--- src/rtl/dmem_port_arbiter.sv ---
// rtl/dmem_port_arbiter.sv - LD/ST arbiter for the shared data-memory port
// Optional feature macro DMEM_TIMEOUT_EN adds an access watchdog and timeout_err.
module dmem_port_arbiter #(
  parameter int MAX_LD_STREAK  = 4
`ifdef DMEM_TIMEOUT_EN
  , parameter int TIMEOUT_CYCLES = 64
`endif
) (
  input  logic        CLK,
  input  logic        RESET,
  input  logic        ld_req,
  input  logic [31:0] ld_addr,
  output logic        ld_ack,
  output logic [31:0] ld_rdata,
  input  logic        st_req,
  input  logic [31:0] st_addr,
  input  logic [31:0] st_wdata,
  input  logic [1:0]  st_size,
  output logic        st_ack,
  output logic [31:0] data_address_2DM,
  output logic [31:0] data_write_2DM,
  output logic [1:0]  data_write_size_2DM,
  output logic        MemRead_2DM,
  output logic        MemWrite_2DM,
  input  logic [31:0] data_read_fDM,
  input  logic        data_valid_fDM,
`ifdef DMEM_TIMEOUT_EN
  output logic        timeout_err,
`endif
  output logic        busy
);

  localparam int SW = $clog2(MAX_LD_STREAK + 1);

  typedef enum logic [1:0] {S_IDLE, S_ACCESS, S_DONE} state_t;

  state_t          r_state;
  state_t          w_next_state;
  logic [SW-1:0]   r_streak;
  logic            r_is_st;
  logic            w_grant_ld;
  logic            w_grant_st;
  logic            w_finish;
  logic            w_unused;

  // Loads are always fetched word-aligned, so the byte offset is dropped.
  assign w_unused = ^ld_addr[1:0];

`ifdef DMEM_TIMEOUT_EN
  localparam int TW = $clog2(TIMEOUT_CYCLES + 1);
  logic [TW-1:0]   r_tmo_cnt;
  logic            w_timeout;
`endif

  assign busy = (r_state != S_IDLE);

  always_ff @(posedge CLK) begin
    if (RESET) r_state <= S_IDLE;
    else       r_state <= w_next_state;
  end

  always_comb begin
    w_next_state = r_state;
    w_grant_ld   = 1'b0;
    w_grant_st   = 1'b0;
    w_finish     = 1'b0;
`ifdef DMEM_TIMEOUT_EN
    w_timeout    = 1'b0;
`endif
    case (r_state)
      S_IDLE: begin
        if (st_req && (!ld_req || (r_streak >= SW'(MAX_LD_STREAK)))) begin
          w_grant_st   = 1'b1;
          w_next_state = S_ACCESS;
        end else if (ld_req) begin
          w_grant_ld   = 1'b1;
          w_next_state = S_ACCESS;
        end
      end
      S_ACCESS: begin
        if (data_valid_fDM) begin
          w_finish     = 1'b1;
          w_next_state = S_DONE;
        end
`ifdef DMEM_TIMEOUT_EN
        else if (r_tmo_cnt == TW'(TIMEOUT_CYCLES - 1)) begin
          w_timeout    = 1'b1;
          w_next_state = S_DONE;
        end
`endif
      end
      S_DONE:  w_next_state = S_IDLE;
      default: w_next_state = S_IDLE;
    endcase
  end

  always_ff @(posedge CLK) begin
    if (RESET) begin
      r_streak            <= '0;
      r_is_st             <= 1'b0;
      ld_ack              <= 1'b0;
      st_ack              <= 1'b0;
      ld_rdata            <= '0;
      data_address_2DM    <= '0;
      data_write_2DM      <= '0;
      data_write_size_2DM <= '0;
      MemRead_2DM         <= 1'b0;
      MemWrite_2DM        <= 1'b0;
`ifdef DMEM_TIMEOUT_EN
      r_tmo_cnt           <= '0;
      timeout_err         <= 1'b0;
`endif
    end else begin
      ld_ack <= 1'b0;
      st_ack <= 1'b0;
`ifdef DMEM_TIMEOUT_EN
      timeout_err <= 1'b0;
      if (w_grant_ld || w_grant_st) r_tmo_cnt <= '0;
      else if (r_state == S_ACCESS) r_tmo_cnt <= r_tmo_cnt + TW'(1);
`endif
      if (w_grant_ld) begin
        r_is_st             <= 1'b0;
        data_address_2DM    <= {ld_addr[31:2], 2'b00};
        data_write_2DM      <= '0;
        data_write_size_2DM <= 2'd0;
        MemRead_2DM         <= 1'b1;
        // Only a load that overtakes a waiting store counts toward starvation.
        if (!st_req)                          r_streak <= '0;
        else if (r_streak < SW'(MAX_LD_STREAK)) r_streak <= r_streak + SW'(1);
      end
      if (w_grant_st) begin
        r_is_st             <= 1'b1;
        data_address_2DM    <= st_addr;
        data_write_2DM      <= st_wdata;
        data_write_size_2DM <= st_size;
        MemWrite_2DM        <= 1'b1;
        r_streak            <= '0;
      end
      if (w_finish) begin
        MemRead_2DM  <= 1'b0;
        MemWrite_2DM <= 1'b0;
        ld_ack       <= ~r_is_st;
        st_ack       <= r_is_st;
        if (!r_is_st) ld_rdata <= data_read_fDM;
      end
`ifdef DMEM_TIMEOUT_EN
      if (w_timeout) begin
        MemRead_2DM  <= 1'b0;
        MemWrite_2DM <= 1'b0;
        ld_ack       <= ~r_is_st;
        st_ack       <= r_is_st;
        timeout_err  <= 1'b1;
        if (!r_is_st) ld_rdata <= 32'hDEAD_DEAD;
      end
`endif
    end
  end

endmodule

--- config.mk ---
export PLATFORM = sky130hd
export DESIGN_NAME = dmem_port_arbiter
export DESIGN_NICKNAME = d
export VERILOG_FILES = /design/src/rtl/dmem_port_arbiter.sv
export SDC_FILE = /design/constraint.sdc
export NUM_CORES = 1
export LEC_CHECK = 0
export CAP_MARGIN = 30
export CORE_AREA = 2 2 132 102
export DETAILED_ROUTE_END_ITERATION = 10
export DIE_AREA = 0 0 134 104
export HOLD_SLACK_MARGIN = 0.03
export PLACE_DENSITY = 0.75
export SLEW_MARGIN = 10
export SYNTH_ARGS = -nofsm -noshare
export SYNTH_HDL_FRONTEND = slang
export SYNTH_SLANG_ARGS = --single-unit
--- constraint.sdc ---
create_clock -name CLK -period 2.53 [get_ports CLK]
set_input_delay 0.506 -clock CLK [delete_from_list [all_inputs] [get_ports CLK]]
set_output_delay 0.506 -clock CLK [all_outputs]
set_load 0.01 [all_outputs]
==> results.ini, run 1 <==
[outcome]
status=completed

[clock_tree]
cts_repair_resizes=0
ctsHoldBuffers=0
tritoncts=done
clkSlewWorstSetupHoldPaths_ps=70
clock_tree.root_cell=clkbuf_16
clk_path_buf_depth=2
cts_setup_buffers=0
cts_max_level=3
clkLatencyLatePin_ps=340
cts.sinks=108
cts_buffers=9

[logic_synthesis]
synthDistinctLibCells=30
synth_area_leader_cell=dfxtp_1
dominantRegCellSynth=dfxtp_1
postSynthAreaPerCell_sq_um=8.16
synth.area.top_cells=dfxtp_1 (50%), a21oi_1 (12%), o21ai_0 (7.2%)
synth_commonest_cells=dfxtp_1 (108), a21oi_1 (101), nand2_1 (66)
synth.most_common_cell=dfxtp_1
post_synth_inst_count=533
synth-seq-area-share=0.497
async_flop_share=0
netlist_area_before_placement_sq_mm=0.00435
synth.ff_latch_count=108
yosys_warnings=0
synth_largest_type_area_fraction=0.497
net_count_after_synthesis=669
edff_count_synth=0

[cells_and_area]
n_fill_cell=1133
final_net_count=865
area_of_combinational_cells_with_multiple_inputs_sq_mm=0.00193
layout.area.seq_sq_mm=0.00216
stdcell_area_sq_mm=0.00706
area.growth.synth_to_final_pct=62.3
final_layout_size_suffix_gt1_frac=0.0518
layoutNonFillerInstCount=905

[critical_path]
critPathSlowestCell=clkdlybuf4s50_1
critPathCaptureType=primary output
crit_type=flip-flop to primary output
critPathTopFamily=buffers and inverters
worst_ep_required_time_ps=2020
cp_data_arrival_time_ps=1640
critPathMaxFanout=11
worstPathCellList=nor2_4 > inv_2 > clkdlybuf4s50_1
crit_path_start_kind=flip-flop
critPathBufInv=2
cpPeakStageDelay_ps=590

[placement]
gp_routability_congestion=0.799
placedInstanceArea_sq_mm=0.00679
dp_worst_setup_slack_ps=348
detailedPlacementHpwl_um=10200
place.port_buffers=235
placed_cell_count=889

[pwr]
power_density_over_the_cells_mw_per_mm2=573
total_leakage_power_nw=2.38
seqPwrFrac=0.462
intPower_mw=2.96
p_comb_frac=0.215
clockPowerShare=0.324
net_sw_frac=0.268
max_ir_drop_vdd_mv=0.366
total_switching_power_mw=1.08

[global_route]
antenna_found_initial=1
grt_first_pass_wirelength_um=24000
overflow=0
grt_pass1_vias=4751
grt_start_max_net_pins=72
track_usage=0.210

[sta]
tns_ps=0
timing_max_transition_violations_final=0
worstMarginPinSlew_ps=807
final_critical_path_setup_slack_ps=388
timing.final.crit_period_ps=2140
setup_viol=0
report.final.hold_viol_count=0
fin_skew_ps=8.21
maxSlewHeadroom=0.461
max_freq_mhz=467
min_period_over_period=0.847
rsz0062_at_grt=false

[detailed_routing]
via_per_inst=5.35
first_iter_violations=164
drc_errors=0
route.detailed.wl_per_inst_um=16.5
totalWireLength_um=14900
route.antenna.remaining_nets=0
num_vias=4845
detailed_router_iteration_count_before_antenna_repair=5

[floorplan]
fp.dieW_um=134
ios=238
initial_core_util=0.344
rows=36
chipHeight_um=104
fp.dieArea_sq_mm=0.0139
design.core.area_sq_mm=0.0127

[job]
maxCapViolCount=0

[min_path]
timing.hold.worst.class=flip-flop to flip-flop

cells by family after synthesis:
| logic type | after synthesis | share of synthesized area |
|---|---|---|
| simple gates | 154 | 0.175 |
| buf+inv | 66 | 0.0627 |
| compound gates | 204 | 0.263 |
| fa+ha+maj | 1 | 0.00287 |
| flops | 108 | 0.497 |
layout make-up:
type	count	share of cell area
Inverter	3	0.00159
Timing Repair Buffer	248	0.350
Tap cell	171	0.0303
Antenna cell	1	0.000354
Sequential cell	108	0.306
Clock buffer	11	0.0344
Multi-Input combinational cell	359	0.273
Clock inverter	4	0.00372
worst register-to-register path, stage by stage, from the launching register on:
cell	delay [ps]
dfxtp_1	370
nor2_4	140
buf_4	580
a21oi_1	250
a311oi_1	300
layer usage:
layer,track usage,vias up,share of wire
met2,0.352,223,0.48
met4,0.0524,0,0.011
met1,0.256,2281,0.41
met5,0,-,0
li1,-,2325,-
met3,0.0760,16,0.098
through the flow:
step                      power (mW)  hold slack, ps  utilization
after global routing            4.23             473        0.558
after floorplan                 2.26             453            -
after CTS                       4.10             456        0.558
after detailed placement        2.78             447        0.537
final                           4.05             453        0.558
after global placement          2.75             442        0.535
cells in the final DEF, fill, tap and decap left out, types with 2 or more instances in the layout:
master,Yosys,routed
nand4_1,36,36
a31oi_1,3,3
nand3b_1,2,2
clkdlybuf4s50_1,0,233
inv_1,2,2
o21ai_0,63,63
nor3_1,3,3
nand2_1,66,66
nor2_2,2,2
nand3_1,31,31
clkbuf_16,0,9
clkinv_2,0,2
o21ai_1,5,5
nor2_1,5,4
a21oi_1,101,101
buf_12,0,2
a311oi_1,30,30
dfxtp_1,108,108
and2_1,2,2
buf_4,1,11
worst paths after layout:
kind | to | slack (ps) | start | cells past startpoint
max reg2reg | data_address_2DM[11] | 800 | r_state[1] | 4
min | ld_rdata[1] | 450 | ld_rdata[1] | 2
max | busy | 390 | r_state[0] | 3
min reg2reg | ld_rdata[1] | 450 | ld_rdata[1] | 2
registers in the layout, indices dropped and copies added, names as in the netlist:
register,cells
data_write_2DM,32
r_streak,3
MemRead_2DM,1
data_address_2DM,32
ld_rdata,32
st_ack,1
ld_ack,1
r_is_st,1
r_state,2
MemWrite_2DM,1
data_write_size_2DM,2
power by group through the flow:
stage	combinational [mW]	clock, mW	sequential (mW)
2_1_floorplan	0.320	0	1.94
3_3_place_gp	0.848	0	1.90
3_5_place_dp	0.869	0	1.91
4_1_cts	0.875	1.35	1.87
5_1_grt	0.938	1.42	1.88
6_report	0.870	1.31	1.87
Power figures use the tool's default switching activity.
==> run 2, diff against run 1 <==
Clock period 2.53 ns to 2 ns, I/O delays scaled along.
==> run 2 against run 1 <==
Against the previous run: non-clock buffer count up 5; sequential share of layout area down 0.44 points; register-to-register slack worse by 510 ps; clock-buffer cell count down 1; sequential power up 26%; flip-flop and latch count unchanged; critical path type unchanged.
==> results.ini, run 2 (synthesized netlist as in run 1, its figures left out) <==
[min_path]
holdPathEnd=ld_rdata[7]  ; was ld_rdata[1]
hold_depth=2  ; unchanged
timing.hold.worst.class=flip-flop to flip-flop  ; unchanged
hp-start=ld_rdata[7]  ; was ld_rdata[1]

[global_route]
grt_start_max_net_pins=72  ; unchanged
grt_pass1_vias=4686  ; was 4751
overflow=0  ; unchanged
grt_first_pass_wirelength_um=23600  ; was 24000 um
track_usage=0.208  ; was 0.210
antenna_found_initial=0  ; was 1

[floorplan]
fp.dieArea_sq_mm=0.0139  ; unchanged
chipHeight_um=104  ; unchanged
design.core.area_sq_mm=0.0127  ; unchanged
initial_core_util=0.344  ; unchanged
fp.dieW_um=134  ; unchanged
rows=36  ; unchanged
ios=238  ; unchanged

[outcome]
status=completed  ; unchanged

[cells_and_area]
most_common_cell_after_layout_fill_and_taps_aside=clkdlybuf4s50_1  ; unchanged
finish.utilization=0.567  ; was 0.558
final_cell_mix=clkdlybuf4s50_1 (233), dfxtp_1 (106), a21oi_1 (101)  ; was clkdlybuf4s50_1 (233), dfxtp_1 (108), a21oi_1 (101)
n_antenna_cell=0  ; was 1
final_net_count=870  ; was 865
layoutNonFillerInstCount=908  ; was 905
final_layout_size_suffix_gt1_frac=0.0611  ; was 0.0518
area.growth.synth_to_final_pct=64.9  ; was 62.3%
layout_top_registers=data_address_2DM (32), data_write_2DM (32), ld_rdata (32)  ; unchanged

[critical_path]
crit_type=flip-flop to primary output  ; unchanged
regToRegEndpoint=data_address_2DM[26]  ; was data_address_2DM[11]
critPathCaptureType=primary output  ; unchanged
crit_path_start_kind=flip-flop  ; unchanged
rr_startpoint=r_state[1]  ; unchanged
r2r_cells=4  ; unchanged
worst_ep_required_time_ps=1600  ; was 2020 ps
cp_data_arrival_time_ps=1520  ; was 1640 ps
critPathMaxFanout=15  ; was 11
reg2reg_slack_ps=290  ; was 800 ps

[detailed_routing]
route.antenna.remaining_nets=0  ; unchanged
first_iter_violations=200  ; was 164
num_vias=4908  ; was 4845
drc_errors=0  ; unchanged
via_per_inst=5.41  ; was 5.35
route.detailed.wl_per_inst_um=16.6  ; was 16.5 um
detailed_router_iteration_count_before_antenna_repair=5  ; unchanged
totalWireLength_um=15100  ; was 14900 um

[sta]
max_freq_mhz=521
rsz0062_at_grt=false  ; unchanged
timing_max_transition_violations_final=0  ; unchanged
fin_skew_ps=5.33  ; was 8.21 ps
worstMarginPinSlew_ps=759  ; was 807 ps
min_period_over_period=0.960
setup_viol=0  ; unchanged
timing.final.crit_period_ps=1920
report.final.hold_viol_count=0  ; unchanged
final_critical_path_setup_slack_ps=80.0  ; was 388 ps
maxSlewHeadroom=0.494  ; was 0.461

[pwr]
total_leakage_power_nw=2.43  ; was 2.38 nW
report.power.total_mw=5.24  ; was 4.05 mW
seqPwrFrac=0.451  ; was 0.462
intPower_mw=3.89  ; was 2.96 mW
max_ir_drop_vdd_mv=0.427  ; was 0.366 mV
power_density_over_the_cells_mw_per_mm2=730  ; was 573 mW/mm^2
clockPowerShare=0.335  ; was 0.324
net_sw_frac=0.258  ; was 0.268
total_switching_power_mw=1.35  ; was 1.08 mW
p_comb_frac=0.215  ; about the same

[clock_tree]
cts_buffers=9  ; unchanged
cts_max_level=3  ; unchanged
clkSlewWorstSetupHoldPaths_ps=70  ; about the same
clkLatencyLatePin_ps=340  ; about the same
clk_path_buf_depth=2  ; unchanged
cts_repair_resizes=3  ; was 0
cts.sinks=108  ; unchanged
tritoncts=done  ; unchanged
ctsHoldBuffers=0  ; unchanged
clock_tree.root_cell=clkbuf_16  ; unchanged
cts_setup_buffers=0  ; unchanged

[placement]
detailedPlacementHpwl_um=10400  ; was 10200 um
place.port_buffers=235  ; unchanged
placed_cell_count=894  ; was 889
dp_worst_setup_slack_ps=11.8  ; was 348 ps
gp_routability_congestion=0.777  ; was 0.799

[job]
maxCapViolCount=0  ; unchanged

==> run 2: cell type report <==
cell class	count	area, sq um
Clock buffer	10	239
Clock inverter	4	51.3
Fill cell	1115	5480
Inverter	3	13.8
Multi-Input combinational cell	359	1930
Sequential cell	108	2160
Tap cell	171	214
Timing Repair Buffer	253	2560
==> run 2: per-layer routing <==
layer  share of wire  GRT usage  up-vias
li1                -          -     2338
met1            0.40      0.245     2327
met2            0.48      0.352      223
met3            0.11     0.0780       20
met4           0.017     0.0638        0
met5               0          0        -
==> run 2: power groups by stage <==
stage | Clock, mW | Combinational (mW) | Sequential, mW
global route | 1.89 | 1.21 | 2.38
finish | 1.75 | 1.12 | 2.36
floorplan | 0 | 0.405 | 2.46
global placement | 0 | 1.09 | 2.41
detailed placement | 0 | 1.12 | 2.41
CTS | 1.81 | 1.13 | 2.36
==> run 2: worst max-delay path, stage by stage (launching register included) <==
cell and delay (ps):
dfxtp_2 400, nor2_4 60, inv_4 140, clkdlybuf4s50_1 570
==> run 2: worst max path at each step <==
stage                           from                   to  cells after the start
after floorplan               ld_req          r_streak[0]                      4
after global placement        ld_req  data_address_2DM[4]                      4
after detailed placement      ld_req          r_streak[0]                      5
after CTS                 r_state[0]                 busy                      3
after global routing      r_state[0]                 busy                      3
final                     r_state[0]                 busy                      3
==> run 2: metrics by stage <==
| step | area (sq um) | setup TNS, ps | hold WS (ps) |
|---|---|---|---|
| 5_1_grt | 7170 | 0 | 472 |
| 3_3_place_gp | 6860 | -6720 | 441 |
| 4_1_cts | 7170 | 0 | 456 |
| 3_5_place_dp | 6880 | 0 | 446 |
| 6_report | 7170 | 0 | 455 |
| 2_1_floorplan | 4350 | 0 | 453 |
==> run 3, diff against run 2 <==
Settings changed: GPL_TIMING_DRIVEN set to 0.
==> run 3 against run 2 <==
Against the previous run: total power is 1.3% higher; core utilization is 0.20 points higher; sequential power hardly changed; setup slack better by 7.3 ps; clock-buffer cell count is 1 higher; clock skew is 3.0 ps higher; wire length is 7.6% higher; hold slack worse by 64 ps; flip-flop and latch count stayed put; critical path type unchanged; register-to-register slack better by 30 ps; combinational power hardly changed; global-route usage is 1.5 points higher.
==> results.ini, run 3 (synthesized netlist as in run 1, its figures left out) <==
[clock_tree]
clkLatencyLatePin_ps=350  ; was 340 ps
clock_tree.root_cell=clkbuf_16  ; unchanged
cts.sinks=108  ; unchanged
cts_max_level=3  ; unchanged
ctsHoldBuffers=0  ; unchanged
clkSlewWorstSetupHoldPaths_ps=70  ; about the same
tritoncts=done  ; unchanged
cts_buffers=9  ; unchanged
clk_path_buf_depth=2  ; unchanged

[sta]
worstMarginPinSlew_ps=612  ; was 759 ps
final_critical_path_setup_slack_ps=87.3  ; was 80.0 ps
maxSlewHeadroom=0.592  ; was 0.494
setup_viol=0  ; unchanged
report.final.hold_viol_count=0  ; unchanged
rsz0062_at_grt=false  ; unchanged
fin_skew_ps=8.36  ; was 5.33 ps
timing.final.crit_period_ps=1910  ; was 1920 ps
timing_max_transition_violations_final=0  ; unchanged
min_period_over_period=0.956  ; was 0.960
max_freq_mhz=523  ; was 521 MHz

[detailed_routing]
drc_errors=0  ; unchanged
detail_route.wirelength.met1_um=6610  ; was 6020 um
route.antenna.remaining_nets=0  ; unchanged
num_vias=5094  ; was 4908
max_layer_used=met4  ; unchanged
wl_met3_um=1740  ; was 1590 um
totalWireLength_um=16200  ; was 15100 um
first_iter_violations=273  ; was 200
via_per_inst=5.36  ; was 5.41
met2_wirelength_um=7680  ; was 7190 um
detailed_router_iteration_count_before_antenna_repair=5  ; unchanged
route.detailed.wl_per_inst_um=17.0  ; was 16.6 um

[cells_and_area]
final_net_count=911  ; was 870
area.growth.synth_to_final_pct=65.4  ; was 64.9%
final_layout_size_suffix_gt1_frac=0.0513  ; was 0.0611
n_antenna_cell=0  ; unchanged
stdcell_area_sq_mm=0.00720  ; was 0.00717 sq mm
final_cell_mix=clkdlybuf4s50_1 (232), dfxtp_1 (106), a21oi_1 (101)  ; was clkdlybuf4s50_1 (233), dfxtp_1 (106), a21oi_1 (101)
layout_top_registers=data_address_2DM (32), data_write_2DM (32), ld_rdata (32)  ; unchanged
n_fill_cell=1143  ; was 1115
finish.utilization=0.569  ; was 0.567
most_common_cell_after_layout_fill_and_taps_aside=clkdlybuf4s50_1  ; unchanged
layoutNonFillerInstCount=951  ; was 908

[critical_path]
worstPathCellList=nor2_4 > inv_6 > clkdlybuf4s50_1  ; was nor2_4 > inv_4 > clkdlybuf4s50_1
cpPeakStageDelay_ps=560  ; was 570 ps
critPathTopFamily=buffers and inverters  ; unchanged
critPathSlowestCell=clkdlybuf4s50_1  ; unchanged
r2r_cells=5  ; was 4
critPathCaptureType=primary output  ; unchanged
critPathMaxFanout=20  ; was 15
crit_type=flip-flop to primary output  ; unchanged
rr_startpoint=r_state[0]  ; was r_state[1]
critPathBufInv=2  ; unchanged
worst_ep_required_time_ps=1600  ; about the same
reg2reg_slack_ps=320  ; was 290 ps
regToRegEndpoint=data_address_2DM[17]  ; was data_address_2DM[26]
cp_data_arrival_time_ps=1510  ; was 1520 ps
crit_path_start_kind=flip-flop  ; unchanged

[min_path]
timing.hold.worst.class=input pin to flip-flop  ; was flip-flop to flip-flop
hp-start=ld_req  ; was ld_rdata[7]
hold_depth=3  ; was 2
holdPathEnd=r_streak[2]  ; was ld_rdata[7]

[outcome]
status=completed  ; unchanged

[floorplan]
design.core.area_sq_mm=0.0127  ; unchanged
fp.dieArea_sq_mm=0.0139  ; unchanged
initial_core_util=0.344  ; unchanged
ios=238  ; unchanged
chipHeight_um=104  ; unchanged
fp.dieW_um=134  ; unchanged
rows=36  ; unchanged

[job]
maxCapViolCount=0  ; unchanged

[global_route]
track_usage=0.224  ; was 0.208
grt_pass1_vias=4942  ; was 4686
grt_start_max_net_pins=21  ; was 72
grt_first_pass_wirelength_um=25200  ; was 23600 um
antenna_found_initial=0  ; unchanged
overflow=0  ; unchanged

[placement]
place.port_buffers=232  ; was 235
placed_cell_count=936  ; was 894
dp_worst_setup_slack_ps=-120  ; was 11.8 ps
placedInstanceArea_sq_mm=0.00689  ; was 0.00688 sq mm
detailedPlacementHpwl_um=12000  ; was 10400 um
gp_routability_congestion=0.839  ; was 0.777

[pwr]
max_ir_drop_vdd_mv=0.473  ; was 0.427 mV
power_density_over_the_cells_mw_per_mm2=737  ; was 730 mW/mm^2
total_leakage_power_nw=2.43  ; about the same

run 3: cell types whose count changed in the layout (fill, tap and decap cells not counted), sizes merged:
cell           previous run  this run
clkinv                    2         1
clkinvlp                  1         2
inv                       3         4
clkdlybuf4s50           233       232
clkbuf                   10        53
run 3: power by group:
part | internal [mW] | switching, mW | total [mW]
registers | 2.29 | 0.0807 | 2.37
clock network | 1.01 | 0.801 | 1.81
logic | 0.598 | 0.532 | 1.13
total | 3.89 | 1.41 | 5.31
run 3: worst max-delay path by stage:
stage,from,end,slack (ps),cells past startpoint
6_report,r_state[0],busy,90,3
5_1_grt,r_state[0],busy,10,3
4_1_cts,r_state[0],busy,30,3
3_5_place_dp,r_state[0],busy,-120,5
3_3_place_gp,r_state[0],busy,-120,5
2_1_floorplan,ld_req,r_streak[0],570,4
run 3: routing by layer:
layer  vias to the layer above  GRT usage
met5                         -          0
met4                         0     0.0517
met3                        16     0.0931
met2                       256      0.378
met1                      2394      0.264
li1                       2428          -
run 3: cell type report:
class / instances / area, sq um / share of cell area
Buffer: 61 / 251 / 0.0349
Sequential cell: 108 / 2160 / 0.301
Inverter: 3 / 16.3 / 0.00226
Clock buffer: 11 / 243 / 0.0337
Tap cell: 171 / 214 / 0.0297
Timing Repair Buffer: 233 / 2330 / 0.324
Clock inverter: 5 / 58.8 / 0.00817
Multi-Input combinational cell: 359 / 1920 / 0.267
run 3: repair_timing:
item / CTS / global route
buffers inserted: 1 / 0
pin swaps: 1 / 0
setup endpoints to repair: 1 / 1
resized for setup: 4 / 1
run 3: through the flow:
step                      hold slack, ps  setup TNS [ps]  total power [mW]
after global placement               443            -120              3.51
after global routing                 411               0              5.54
after floorplan                      453               0              2.86
after CTS                            379               0              5.37
final                                392               0              5.31
after detailed placement             445            -283              3.53
run 3: worst register-to-register path, delay by kind of cell (launching register included):
kind	cells	cell delay [ps]
AND/OR/NAND/NOR	1	200
flip-flops	1	360
buffers and inverters	2	610
AO/OA/AOI/OAI	2	420
==> variant 1, RTL diff (settings of run 3) <==
The 3 states of `state_t` get a one-hot encoding in 3 bits.
--- a/src/rtl/dmem_port_arbiter.sv
+++ b/src/rtl/dmem_port_arbiter.sv
@@ -32,7 +32,7 @@
 
   localparam int SW = $clog2(MAX_LD_STREAK + 1);
 
-  typedef enum logic [1:0] {S_IDLE, S_ACCESS, S_DONE} state_t;
+  typedef enum logic [2:0] {S_IDLE = 3'b001, S_ACCESS = 3'b010, S_DONE = 3'b100} state_t;
 
   state_t          r_state;
   state_t          w_next_state;
Check against the original RTL: no difference found for any inputs over 10 cycles, from zero or initial values and one cycle with RESET high; not proved beyond that.
==> variant 1 against run 3 <==
Worst setup slack better by 89 ps. Sequential cell count grew 1. Area after synthesis is 17% higher. Total power rose by 2.4%. Routed wire length up 12%. Non-clock buffer count rose by 15. Final area grew 10%. Largest cell class unchanged.
==> variant 1: results (changes against run 3) <==
commonest cells in the synthesized netlist: dfxtp_1 (109), o21ai_0 (95), a21oi_1 (70), clkbuf_1 (39), nand4_1 (37) (was dfxtp_1 (108), a21oi_1 (101), nand2_1 (66), o21ai_0 (63), clkbuf_1 (42))
GRT Util Overall: 25.4% (was 22.4%)
cell family with the largest share of critical-path delay: buffers and inverters (unchanged)
skew final: 3.89 ps (was 8.36 ps)
Total Routed Length: 18200 µm (was 16200 µm)
synth top area cells: dfxtp_1 (43%), o41ai_2 (9.6%), o21ai_0 (9.3%) (was dfxtp_1 (50%), a21oi_1 (12%), o21ai_0 (7.2%))
synthesized instance count: 576 (was 533)
type of the most critical hold path: flop to flop (was primary input to flop)
largest fanout on the critical path: 17 (was 20)
via count of the first global-routing pass: 5557 (was 4942)
input/output buffers: 234 (was 232)
Max stage delay cell, worst path: dfxtp_1 (was clkdlybuf4s50_1)
cell count after placement: 981 (was 936)
wire length of the first global-routing pass: 28900 µm (was 25200 µm)
CP peak stage delay: 390 ps (was 560 ps)
share of flip-flops with an asynchronous set or reset: 0% (unchanged)
final cell count without fillers: 996 (was 951)
worst slack at placement: -303 ps (was -120 ps)
dpl cell area: 7650 µm² (was 6890 µm²)
worst vdd ir: 0.000513 V (was 0.000473 V)
share of final-layout standard cells stronger than drive strength 1: 10.5% (was 5.13%)
Worst Hold Depth: 2 (was 3)
number of distinct library cell variants in the gate-level netlist after synthesis: 32 (was 30)
arrival time reported for the critical path endpoint: 1420 ps (was 1510 ps)
Final HPWL DP: 13800 µm (was 12000 µm)
pin count of the biggest net entering global routing: 19 (was 21)
antenna violations before repair: 0 (unchanged)
result of the run: finished, final reports clean (unchanged)
Static Leakage: 0.00274 µW (was 0.00243 µW)
share of the yosys chip area belonging to registers: 42.8% (was 49.7%)
R2R depth: 6 (was 5)
post-DR vias/cell: 5.64 (was 5.36)
Slew @ Worst Pin: 716 ps (was 612 ps)
largest registers: data_address_2DM: 32 flops, data_write_2DM: 32 flops, ld_rdata: 32 flops (unchanged)
Switching Fraction: 29.2% (was 26.6%)
Final GP Congestion: 0.918 (was 0.839)
Synth Net Count: 712 (was 669)
final-stage net count: 957 (was 911)
initial detailed-routing violation count: 398 (was 273)
==> variant 1: per-layer routing <==
layer	vias to the layer above	wire length, µm	share of wire (%)	GRT usage [%]
li1	2650	-	-	-
met1	2688	7980	44	33.3
met2	239	8320	46	40.5
met3	37	1420	7.8	6.97
met4	0	480	2.6	8.21
met5	-	0	0	0
==> variant 1: what timing repair did <==
item	4_1_cts	5_1_grt
gates resized for setup	2	8
setup buffers	1	0
pin swaps	0	0
cloned	0	0
endpoints found under the setup margin	1	31
==> variant 1: final cells by class <==
type / instances / area [µm²]
Tap cell: 171 / 214
Clock inverter: 6 / 48.8
Sequential cell: 109 / 2180
Fill cell: 1025 / 4720
Timing Repair Buffer: 235 / 2350
Inverter: 2 / 10.0
Buffer: 74 / 358
Clock buffer: 9 / 225
Multi-Input combinational cell: 390 / 2550
==> variant 1: cell families (layout without fill, tap and decap cells) <==
kind of cell	Yosys count	in the layout	synth area share (%)
simple gates	149	149	18.5
compound gates	240	240	31.4
flops	109	109	42.8
buf+inv	77	326	7.14
fa+ha+maj	1	1	0.245
==> variant 1: worst register-to-register path, stage by stage (launching register included) <==
cell and delay (ps):
dfxtp_1 390, nor3b_4 260, buf_4 150, buf_6 140, buf_4 190, a31oi_1 120, o41ai_2 320
==> variant 1: path summary, 6_finish.rpt <==
kind | slack [ps] | start | to
worst max-delay path | 180 | r_state[0] | busy
worst min-delay path | 470 | ld_rdata[25] | ld_rdata[25]
worst max register to register | 340 | r_state[0] | data_address_2DM[3]
worst min register to register | 470 | ld_rdata[25] | ld_rdata[25]
==> variant 1: power by group through the flow <==
stage	sequential [µW]	combinational, µW	clock, µW
after floorplan	2460	617	0
after global placement	2410	1350	0
after detailed placement	2420	1380	0
after CTS	2370	1390	1710
after global routing	2390	1490	1800
final	2370	1390	1670
==> variant 2, RTL diff (flow settings as in run 3) <==
Without the edit above. Add a define of `DMEM_TIMEOUT_EN`.
--- a/src/rtl/dmem_port_arbiter.sv
+++ b/src/rtl/dmem_port_arbiter.sv
@@ -1,5 +1,7 @@
 // rtl/dmem_port_arbiter.sv - LD/ST arbiter for the shared data-memory port
 // Optional feature macro DMEM_TIMEOUT_EN adds an access watchdog and timeout_err.
+`define DMEM_TIMEOUT_EN
+
 module dmem_port_arbiter #(
   parameter int MAX_LD_STREAK  = 4
 `ifdef DMEM_TIMEOUT_EN
Formal check against the unedited RTL (old outputs only; new: timeout_err): no difference found for any inputs over 4 cycles, from zero or initial values and one cycle with RESET high; that may be too few to reach the edited logic, so the function may still have changed.
==> variant 2 against run 3 <==
Routed wire length decreased by 2.0%. Synthesized cell count decreased by 7.5%. Final cell count decreased by 2.1%. Worst hold slack improved by 50 ps. Count of clock-buffer cells in the layout increased by 8. Worst setup slack got worse by 29 ps. Register-to-register slack got worse by 150 ps. Sequential cell count increased by 8. Sequential share of layout area decreased by 0.53 points. Total power increased by 32%. Critical endpoint is now data_write_2DM[7]. Final area increased by 9.2%. Critical path depth increased by 3. Area after synthesis increased by 7.6%.
==> variant 2: results (changes against run 3) <==
Static Leakage: 0.00277 µW (was 0.00243 µW)
CP peak stage delay: 530 ps (was 560 ps)
worst vdd ir: 0.000550 V (was 0.000473 V)
result of the run: finished, final reports clean (unchanged)
Final GP Congestion: 0.848 (was 0.839)
routed via count: 5077 (was 5094)
HP Start: data_valid_fDM (was ld_req)
Post-CTS Setup Bufs: 0 (was 1)
wire length the detailed router placed on met1: 6840 µm (was 6610 µm)
reg-to-reg setup timing slack: 170 ps (was 320 ps)
largest fanout on the critical path: 10 (was 20)
Slew Limit Headroom: 59.8% (was 59.2%)
pin count of the biggest net entering global routing: 17 (was 21)
Clk Latency, worst-skew pair: 410 ps (was 350 ps)
clock input transition at the sequential cells of the worst setup and hold paths: 50 ps (was 70 ps)
startpoint of the most critical setup path: ld_req (was r_state[0])
fraction of met1 tracks used by global routing: 27.3% (was 26.4%)
# H-tree levels: 4 (was 3)
skew final: 9.53 ps (was 8.36 ps)
met3 layer wire length in the routed design: 1290 µm (was 1740 µm)
number of distinct library cell variants in the gate-level netlist after synthesis: 43 (was 30)
Final HPWL DP: 11800 µm (was 12000 µm)
cts bufs inserted: 17 (was 9)
share of final-layout standard cells stronger than drive strength 1: 12.1% (was 5.13%)
Synth Net Count: 630 (was 669)
critical path capture point: data_write_2DM[7] (was busy)
initial detailed-routing violation count: 258 (was 273)
arrival time reported for the critical path endpoint: 2290 ps (was 1510 ps)
Pins Over Slew Limit: 0 (unchanged)
Post-Synth XOR/XNOR Area: 0.374% (was 0%)
antenna violations before repair: 0 (unchanged)
met2 layer usage reported by global route: 36.5% (was 37.8%)
uppermost metal layer occupied by signal nets: met4 (unchanged)
input/output buffers: 235 (was 232)
share of flip-flops with an asynchronous set or reset: 0% (unchanged)
adder-cell share of the synthesized area: 0.535% (was 0.288%)
Max stage delay cell, worst path: clkdlybuf4s50_1 (unchanged)
dpl cell area: 7250 µm² (was 6890 µm²)
number of fill cells: 1027 (was 1143)
R2R depth: 5 (unchanged)
Total Routed Length: 15900 µm (was 16200 µm)
met2 wire len: 7480 µm (was 7680 µm)
GRT Util Overall: 22.1% (was 22.4%)
final-stage net count: 884 (was 911)
share of the yosys chip area belonging to registers: 49.6% (was 49.7%)
worst min-delay path endpoint: ld_rdata[30] (was r_streak[2])
global routing met3 resource utilization: 6.68% (was 9.31%)
commonest cells in the synthesized netlist: dfxtp_1 (116), a21oi_1 (73), a311oi_1 (40), clkbuf_1 (37), o21ai_0 (36) (was dfxtp_1 (108), a21oi_1 (101), nand2_1 (66), o21ai_0 (63), clkbuf_1 (42))
synth top area cells: dfxtp_1 (50%), a21oi_1 (7.8%), a311oi_1 (7.5%) (was dfxtp_1 (50%), a21oi_1 (12%), o21ai_0 (7.2%))
wire length of the first global-routing pass: 24800 µm (was 25200 µm)
via count of the first global-routing pass: 4977 (was 4942)
compound-gate portion of the synthesized area: 32.7% (was 26.3%)
## variant 2: cell types whose count changed in the layout (fill, tap and decap cells not counted), moves of 4 or more
| cell | before | now |
|---|---|---|
| nand2_1 | 66 | 17 |
| nand4_1 | 36 | 1 |
| a22o_2 | 0 | 33 |
| a21oi_1 | 101 | 73 |
| o21ai_0 | 63 | 36 |
| o221ai_1 | 0 | 22 |
| nor2_1 | 5 | 26 |
| a311oi_1 | 30 | 40 |
| dfxtp_1 | 106 | 116 |
| clkbuf_1 | 43 | 35 |
| clkbuf_16 | 9 | 17 |
| buf_2 | 15 | 8 |
| buf_6 | 0 | 4 |
| o21ai_1 | 5 | 1 |
## variant 2: layout make-up
class / instances / area, µm² / share of cell area (%)
inverter: 4 / 15.0 / 0.191
timing repair buffer: 235 / 2350 / 29.9
clock inverter: 13 / 158 / 2.01
tap: 171 / 214 / 2.72
multi-input combinational: 321 / 2110 / 26.8
sequential: 116 / 2320 / 29.5
buffer: 52 / 250 / 3.18
clock buffer: 19 / 443 / 5.63
## variant 2: stage by stage
| step | setup WS, ps | std cells | hold slack (ps) |
|---|---|---|---|
| global route | -30.7 | 931 | 464 |
| finish | 58.5 | 931 | 442 |
| floorplan | 511 | 493 | 452 |
| global placement | -315 | 899 | 456 |
| CTS | 57.1 | 931 | 438 |
| detailed placement | -364 | 899 | 457 |
## variant 2: report_power, final
part	internal [µW]	total (µW)	leakage, µW	switching (µW)
clock	1990	3070	0.000285	1080
sequential	2480	2590	0.000949	106
combinational	722	1340	0.00154	618
total	5190	6990	0.00277	1810
## variant 2: timing repair
action	4_1_cts	5_1_grt
gates resized for setup	3	7
pin swaps	0	0
hold buffers	0	0
hold endpoints to repair	0	0
endpoints found under the setup margin	1	31
